==> src/rtl/aes_pkg.sv <==
// Shared AES types, forward S-box table and byte-position helpers.
// Used by the SubBytes/ShiftRows, MixColumns and AddRoundKey stages.
package aes_pkg;

  localparam int unsigned BYTE_W      = 8;
  localparam int unsigned STATE_BYTES = 16;
  localparam int unsigned STATE_W     = BYTE_W * STATE_BYTES;

  typedef logic [BYTE_W-1:0] aes_byte_t;
  // Element 15 is byte 0 so the packed vector matches in_data[127-8i -: 8].
  typedef aes_byte_t [STATE_BYTES-1:0] aes_state_t;

  typedef struct packed {
    aes_state_t data;
    logic       last;
  } aes_blk_t;

  typedef enum logic [1:0] {
    ST_IDLE = 2'd0,
    ST_SUB  = 2'd1,
    ST_OUT  = 2'd2
  } ssr_state_e;

  localparam aes_byte_t SBOX [256] = '{
    8'h63, 8'h7c, 8'h77, 8'h7b, 8'hf2, 8'h6b, 8'h6f, 8'hc5, 8'h30, 8'h01, 8'h67, 8'h2b, 8'hfe, 8'hd7, 8'hab, 8'h76,
    8'hca, 8'h82, 8'hc9, 8'h7d, 8'hfa, 8'h59, 8'h47, 8'hf0, 8'had, 8'hd4, 8'ha2, 8'haf, 8'h9c, 8'ha4, 8'h72, 8'hc0,
    8'hb7, 8'hfd, 8'h93, 8'h26, 8'h36, 8'h3f, 8'hf7, 8'hcc, 8'h34, 8'ha5, 8'he5, 8'hf1, 8'h71, 8'hd8, 8'h31, 8'h15,
    8'h04, 8'hc7, 8'h23, 8'hc3, 8'h18, 8'h96, 8'h05, 8'h9a, 8'h07, 8'h12, 8'h80, 8'he2, 8'heb, 8'h27, 8'hb2, 8'h75,
    8'h09, 8'h83, 8'h2c, 8'h1a, 8'h1b, 8'h6e, 8'h5a, 8'ha0, 8'h52, 8'h3b, 8'hd6, 8'hb3, 8'h29, 8'he3, 8'h2f, 8'h84,
    8'h53, 8'hd1, 8'h00, 8'hed, 8'h20, 8'hfc, 8'hb1, 8'h5b, 8'h6a, 8'hcb, 8'hbe, 8'h39, 8'h4a, 8'h4c, 8'h58, 8'hcf,
    8'hd0, 8'hef, 8'haa, 8'hfb, 8'h43, 8'h4d, 8'h33, 8'h85, 8'h45, 8'hf9, 8'h02, 8'h7f, 8'h50, 8'h3c, 8'h9f, 8'ha8,
    8'h51, 8'ha3, 8'h40, 8'h8f, 8'h92, 8'h9d, 8'h38, 8'hf5, 8'hbc, 8'hb6, 8'hda, 8'h21, 8'h10, 8'hff, 8'hf3, 8'hd2,
    8'hcd, 8'h0c, 8'h13, 8'hec, 8'h5f, 8'h97, 8'h44, 8'h17, 8'hc4, 8'ha7, 8'h7e, 8'h3d, 8'h64, 8'h5d, 8'h19, 8'h73,
    8'h60, 8'h81, 8'h4f, 8'hdc, 8'h22, 8'h2a, 8'h90, 8'h88, 8'h46, 8'hee, 8'hb8, 8'h14, 8'hde, 8'h5e, 8'h0b, 8'hdb,
    8'he0, 8'h32, 8'h3a, 8'h0a, 8'h49, 8'h06, 8'h24, 8'h5c, 8'hc2, 8'hd3, 8'hac, 8'h62, 8'h91, 8'h95, 8'he4, 8'h79,
    8'he7, 8'hc8, 8'h37, 8'h6d, 8'h8d, 8'hd5, 8'h4e, 8'ha9, 8'h6c, 8'h56, 8'hf4, 8'hea, 8'h65, 8'h7a, 8'hae, 8'h08,
    8'hba, 8'h78, 8'h25, 8'h2e, 8'h1c, 8'ha6, 8'hb4, 8'hc6, 8'he8, 8'hdd, 8'h74, 8'h1f, 8'h4b, 8'hbd, 8'h8b, 8'h8a,
    8'h70, 8'h3e, 8'hb5, 8'h66, 8'h48, 8'h03, 8'hf6, 8'h0e, 8'h61, 8'h35, 8'h57, 8'hb9, 8'h86, 8'hc1, 8'h1d, 8'h9e,
    8'he1, 8'hf8, 8'h98, 8'h11, 8'h69, 8'hd9, 8'h8e, 8'h94, 8'h9b, 8'h1e, 8'h87, 8'he9, 8'hce, 8'h55, 8'h28, 8'hdf,
    8'h8c, 8'ha1, 8'h89, 8'h0d, 8'hbf, 8'he6, 8'h42, 8'h68, 8'h41, 8'h99, 8'h2d, 8'h0f, 8'hb0, 8'h54, 8'hbb, 8'h16
  };

  function automatic logic [1:0] byte_row(input logic [3:0] idx);
    return idx[1:0];
  endfunction

  function automatic logic [1:0] byte_col(input logic [3:0] idx);
    return idx[3:2];
  endfunction

  // Source byte for ShiftRows: row r rotates left by r columns.
  function automatic logic [3:0] shift_rows_src(input logic [3:0] idx);
    logic [1:0] row;
    logic [1:0] col;
    row = byte_row(idx);
    col = byte_col(idx);
    return {2'(col + row), row};
  endfunction

  function automatic aes_byte_t get_byte(input aes_state_t s, input logic [3:0] idx);
    return s[4'd15 - idx];
  endfunction

  function automatic aes_state_t shift_rows(input aes_state_t s);
    aes_state_t r;
    r = '0;
    for (int unsigned i = 0; i < STATE_BYTES; i++) begin
      r[4'(STATE_BYTES - 1 - i)] = get_byte(s, shift_rows_src(4'(i)));
    end
    return r;
  endfunction

endpackage

==> src/rtl/aes_sbox.sv <==
// Single forward AES S-box lookup, purely combinational.
module aes_sbox
  import aes_pkg::*;
(
  input  logic [BYTE_W-1:0] in_byte,
  output logic [BYTE_W-1:0] out_byte_c
);

  assign out_byte_c = SBOX[in_byte];

endmodule

==> src/rtl/aes_sub_shift_rows.sv <==
// Iterative SubBytes + ShiftRows front-end with time-shared S-boxes.
// A block takes STATE_BYTES/BYTES_PER_CYCLE lookup cycles, then is held until consumed.
module aes_sub_shift_rows
  import aes_pkg::*;
#(
  parameter int unsigned BYTES_PER_CYCLE = 4
) (
  input  logic               clk,
  input  logic               rst,
  input  logic [STATE_W-1:0] in_data,
  input  logic               in_last,
  input  logic               in_valid,
  output logic               in_ready,
  output logic [STATE_W-1:0] out_data,
  output logic               out_last,
  output logic               out_valid,
  input  logic               out_ready
);

  localparam int unsigned NUM_STEPS = STATE_BYTES / BYTES_PER_CYCLE;
  localparam int unsigned STEP_W    = (NUM_STEPS > 1) ? $clog2(NUM_STEPS) : 1;
  localparam logic [STEP_W-1:0] LAST_STEP = STEP_W'(NUM_STEPS - 1);

  ssr_state_e        state_q;
  ssr_state_e        next_state;
  logic [STEP_W-1:0] step_q;
  aes_blk_t          work_q;
  aes_state_t        sub_q;
  aes_state_t        out_data_q;
  logic              out_last_q;
  logic              out_valid_q;

  logic              accept_c;
  logic              finish_c;
  logic [3:0]        base_c;
  aes_byte_t         lane_in_c  [BYTES_PER_CYCLE];
  aes_byte_t         lane_out_c [BYTES_PER_CYCLE];
  aes_state_t        sub_next_c;

  // Reset wins over a same-cycle handshake, so ready is gated by rst.
  assign in_ready = (state_q == ST_IDLE) && !rst;

  assign base_c = 4'(32'(step_q) * BYTES_PER_CYCLE);

  always_comb begin : lane_select
    for (int unsigned j = 0; j < BYTES_PER_CYCLE; j++) begin
      lane_in_c[j] = work_q.data[4'(STATE_BYTES - 1 - 32'(base_c) - j)];
    end
  end

  for (genvar g = 0; g < int'(BYTES_PER_CYCLE); g++) begin : g_sbox
    aes_sbox u_sbox (
      .in_byte    (lane_in_c[g]),
      .out_byte_c (lane_out_c[g])
    );
  end

  // Merge this step's lookups into the substituted state.
  always_comb begin : lane_merge
    sub_next_c = sub_q;
    for (int unsigned j = 0; j < BYTES_PER_CYCLE; j++) begin
      sub_next_c[4'(STATE_BYTES - 1 - 32'(base_c) - j)] = lane_out_c[j];
    end
  end

  always_comb begin : fsm_next
    next_state = state_q;
    accept_c   = 1'b0;
    finish_c   = 1'b0;
    unique case (state_q)
      ST_IDLE: begin
        if (in_valid && in_ready) begin
          accept_c   = 1'b1;
          next_state = ST_SUB;
        end
      end
      ST_SUB: begin
        if (step_q == LAST_STEP) begin
          finish_c   = 1'b1;
          next_state = ST_OUT;
        end
      end
      ST_OUT: begin
        if (out_ready) begin
          next_state = ST_IDLE;
        end
      end
      default: next_state = ST_IDLE;
    endcase
  end

  always_ff @(posedge clk) begin : regs
    if (rst) begin
      state_q     <= ST_IDLE;
      step_q      <= '0;
      work_q      <= '0;
      sub_q       <= '0;
      out_data_q  <= '0;
      out_last_q  <= 1'b0;
      out_valid_q <= 1'b0;
    end else begin
      state_q     <= next_state;
      out_valid_q <= (next_state == ST_OUT);
      if (accept_c) begin
        work_q.data <= in_data;
        work_q.last <= in_last;
        step_q      <= '0;
      end else if (state_q == ST_SUB) begin
        step_q <= step_q + 1'b1;
        sub_q  <= sub_next_c;
      end
      // Output captured on the final lookup so it is ready the next cycle.
      if (finish_c) begin
        out_data_q <= shift_rows(sub_next_c);
        out_last_q <= work_q.last;
      end
    end
  end

  assign out_data  = out_data_q;
  assign out_last  = out_last_q;
  assign out_valid = out_valid_q;

endmodule

==> config.mk <==
export PLATFORM = sky130hd
export DESIGN_NAME = aes_sub_shift_rows
export DESIGN_NICKNAME = d
export VERILOG_FILES = /design/src/rtl/aes_pkg.sv /design/src/rtl/aes_sbox.sv /design/src/rtl/aes_sub_shift_rows.sv
export SDC_FILE = /design/constraint.sdc
export NUM_CORES = 2
export LEC_CHECK = 0
export ABC_AREA = 1
export BUFFER_PORTS_ARGS = -buffer_cell sky130_fd_sc_hd__buf_2
export CORE_MARGIN = 2
export CORE_UTILIZATION = 40
export CTS_CLUSTER_SIZE = 24
export DETAILED_ROUTE_END_ITERATION = 10
export GPL_ROUTABILITY_DRIVEN = 1
export PLACE_DENSITY = 0.64
export SYNTH_ARGS = -nofsm -noshare
export SYNTH_HDL_FRONTEND = slang
export SYNTH_SLANG_ARGS = --single-unit
==> constraint.sdc <==
create_clock -name clk -period 5.65 [get_ports clk]
set_input_delay 1.4125 -clock clk [delete_from_list [all_inputs] [get_ports clk]]
set_output_delay 1.4125 -clock clk [all_outputs]
set_load 0.02 [all_outputs]
==> key figures <==
Clocking
  – Root buffer cell: clkbuf_16
  – Clk Latency, worst-skew pair: 0.61 ns
  – Clock sink count: 359
  – CTS Hold Bufs: 0
  – Level count of the clock H-tree: 2
  – Post-CTS setup buffer count: 0
  – Clock buffer depth: 3
  – Clock tree from TritonCTS: built
  – Post-cts sizing count: 0
  – Num CTS Buffers: 43
  – Clk slew on worst S/H paths: 0.06 ns

Synthesis
  – Register area share after synthesis: 26.1%
  – EDFF count, synth: 0
  – Synth top area share: 26.1%
  – Synth warnings: 0
  – Syn_area_per_cell: 6.01 um^2
  – Synth async-reset ratio: 0%
  – Syn nets: 4773
  – Mapped Cells: 4580
  – Mapped Area: 27500 um^2
  – Synth area leaders: dfxtp_1 26%, nand3_1 24%, nand2_1 16%, a21oi_1 6.5%, o21ai_0 4.7%
  – Post-synth cell types: 32
  – Yosys reg bits: 359
  – Synth area leader: dfxtp_1
  – Synth Flop Type: dfxtp_1

Timing
  – Max Clock Freq: 222 MHz
  – Setup_tns: 0 ns
  – Slew Limit Fails: 0
  – Hold Violations, Final: 0
  – Slew Limit Headroom: 22.5%
  – Worst Skew: 0.0282 ns
  – RSZ-0062 raised after global routing: no
  – Setup violators final: 0
  – Worst slew pin tran: 1.16 ns
  – Fin crit period: 4.50 ns
  – Final Cycle Share: 79.7%

Global routing
  – First-pass GRT wire length: 191 mm
  – GRT Total Usage: 34.7%
  – Largest net degree at the start of global routing: 162
  – Initial antenna violation count: 2
  – Via count of the first global-routing pass: 30.2k
  – Global route total overflow: 0

Critical path
  – Setup Crit Path Kind: reg -> reg
  – Worst Path Arrival: 4.98 ns
  – Worst Path Required: 6.13 ns
  – Cells on worst reg2reg path: 15
  – Worst path top cell family by delay: simple AND/OR/NAND/NOR gates
  – Critical path peak fanout: 67
  – Setup crit end kind: register
  – Crit path largest cell delay: 0.80 ns
  – Critical-path top delay cell: nand2_2
  – CP dominant cell by count: nand3_1
  – Critical Path Stages: 15
  – Crit start category: register
  – CP cell instances: inv_6 -> nand2_1 -> nand3_1 -> nand2_2 -> nand2_1 -> nand3_1 -> nand3_1 -> nand3_1 -> nand3_1 -> nand2_1 -> nand2_1 -> nand3_1 -> nand3_1 -> nand2_1 -> inv_1
  – WP buf/inv: 2

Routing
  – DR WL/cell: 23.2 um
  – Drt first pass iters: 7
  – Drt initial violations: 5683
  – Routed Wire Length: 128 mm
  – DR vias: 33.4k
  – ANT nets after route: 0
  – # DRC: 0
  – Via/cell ratio: 6.07

Power and ir drop
  – Worst VDD drop: 0.187 mV
  – Pwr Density: 274 nW/um^2
  – Static Leak: 14.5 nW

Final layout
  – Most common cell after layout, fill and taps aside: nand3_1
  – FILL cells: 7269
  – Fin area: 30200 um^2
  – Post-layout net count: 4783
  – Layout cells sized above 1: 13.3%
  – Most frequent cells in the layout: 1329 x nand3_1, 1189 x nand2_1, 357 x dfxtp_1, 355 x a21oi_1, 263 x buf_2
  – Post-layout util: 44.1%
  – Area Overhead vs Synth: 9.63%

Floorplan
  – Initial Utilization: 40.3%
  – Ports: 264
  – Row count: 96
  – Die height: 266 um
  – Core footprint: 68300 um^2
  – Die area: 70900 um^2
  – Die width: 266 um

Hold path
  – HP Class: reg -> reg
  – Hold Crit Depth: 2

Status
  – Status: completed

Place
  – GP Congestion: 1.08
  – Port Buffers: 263
  – Placed cell area: 28700 um^2
  – Post-DP HPWL: 88.5 mm

Flow run
  – Max Cap Viol: 0
==> registers in the layout, indices dropped and copies added (netlist names) <==
signal and flops:
sub_q 96, out_last 1, out_valid 1, work_q 129, out_data 128, step_q 2, state_q 2
==> per-layer routing <==
layer	vias to the layer above	track usage [%]	part of all wire (%)
met4	0	18.3	6.1
met5	-	0	0
met1	15400	45.6	40
li1	15500	-	-
met2	2102	54.0	44
met3	462	6.42	10
==> cell usage after synthesis, types with 35 or more instances <==
| cell | instances |
|---|---|
| a21oi_1 | 355 |
| buf_2 | 103 |
| buf_4 | 45 |
| clkbuf_1 | 155 |
| dfxtp_1 | 359 |
| ha_1 | 60 |
| inv_1 | 238 |
| nand2_1 | 1195 |
| nand2_2 | 59 |
| nand3_1 | 1329 |
| nand3_2 | 36 |
| nor2_1 | 131 |
| o211ai_1 | 35 |
| o21ai_0 | 257 |
| or2_2 | 80 |
==> final timing paths <==
check	startpoint	endpoint	slack [ns]
worst max register to register	step_q[0]	sub_q[115]	1.15
worst max-delay path	step_q[0]	sub_q[115]	1.15
worst min-delay path	out_data[101]	out_data[101]	0.44
worst min register to register	out_data[101]	out_data[101]	0.44
==> where the power goes <==
group | leakage (nW) | internal, W | switching (W) | total, W
registers | 2.92 | 0.00263 | 0.0000427 | 0.00267
logic | 10.8 | 0.000732 | 0.00192 | 0.00265
clock network | 0.734 | 0.00173 | 0.00122 | 0.00295
==> cell families after synthesis <==
family,share of synthesized area (%)
simple gates,47.8
compound gates,13.1
buf+inv,10.2
flops,26.1
fa+ha+maj,2.73
==> stage by stage <==
stage / hold slack (ns) / worst slack (ns) / total power (W) / cells
after floorplan: 0.429 / 2.07 / 0.00451 / 4580
after global routing: 0.468 / 0.824 / 0.00862 / 5506
after CTS: 0.444 / 1.35 / 0.00820 / 5505
final: 0.442 / 1.15 / 0.00827 / 5506
after detailed placement: 0.430 / 1.38 / 0.00526 / 5427
after global placement: 0.430 / 1.42 / 0.00529 / 5427
==> final cells by class <==
type,count,area (um^2),area share [%]
Antenna cell,1,2.50,0.00830
Clock buffer,61,1290,4.26
Clock inverter,17,189,0.626
Inverter,253,962,3.19
Multi-Input combinational cell,3607,17600,58.2
Sequential cell,359,7190,23.8
Tap cell,882,1100,3.66
Timing Repair Buffer,326,1860,6.18
==> worst register-to-register path: stages (launching register included) <==
cell and delay (ns):
dfxtp_4 0.63, inv_6 0.32, nand2_1 0.20, nand3_1 0.50
nand2_2 0.81, nand2_1 0.62, nand3_1 0.30, nand3_1 0.09
nand3_1 0.09, nand3_1 0.09, nand2_1 0.08, nand2_1 0.25
nand3_1 0.20, nand3_1 0.08, nand2_1 0.10, inv_1 0.04
Note: power is estimated with default switching activity, not from simulation.
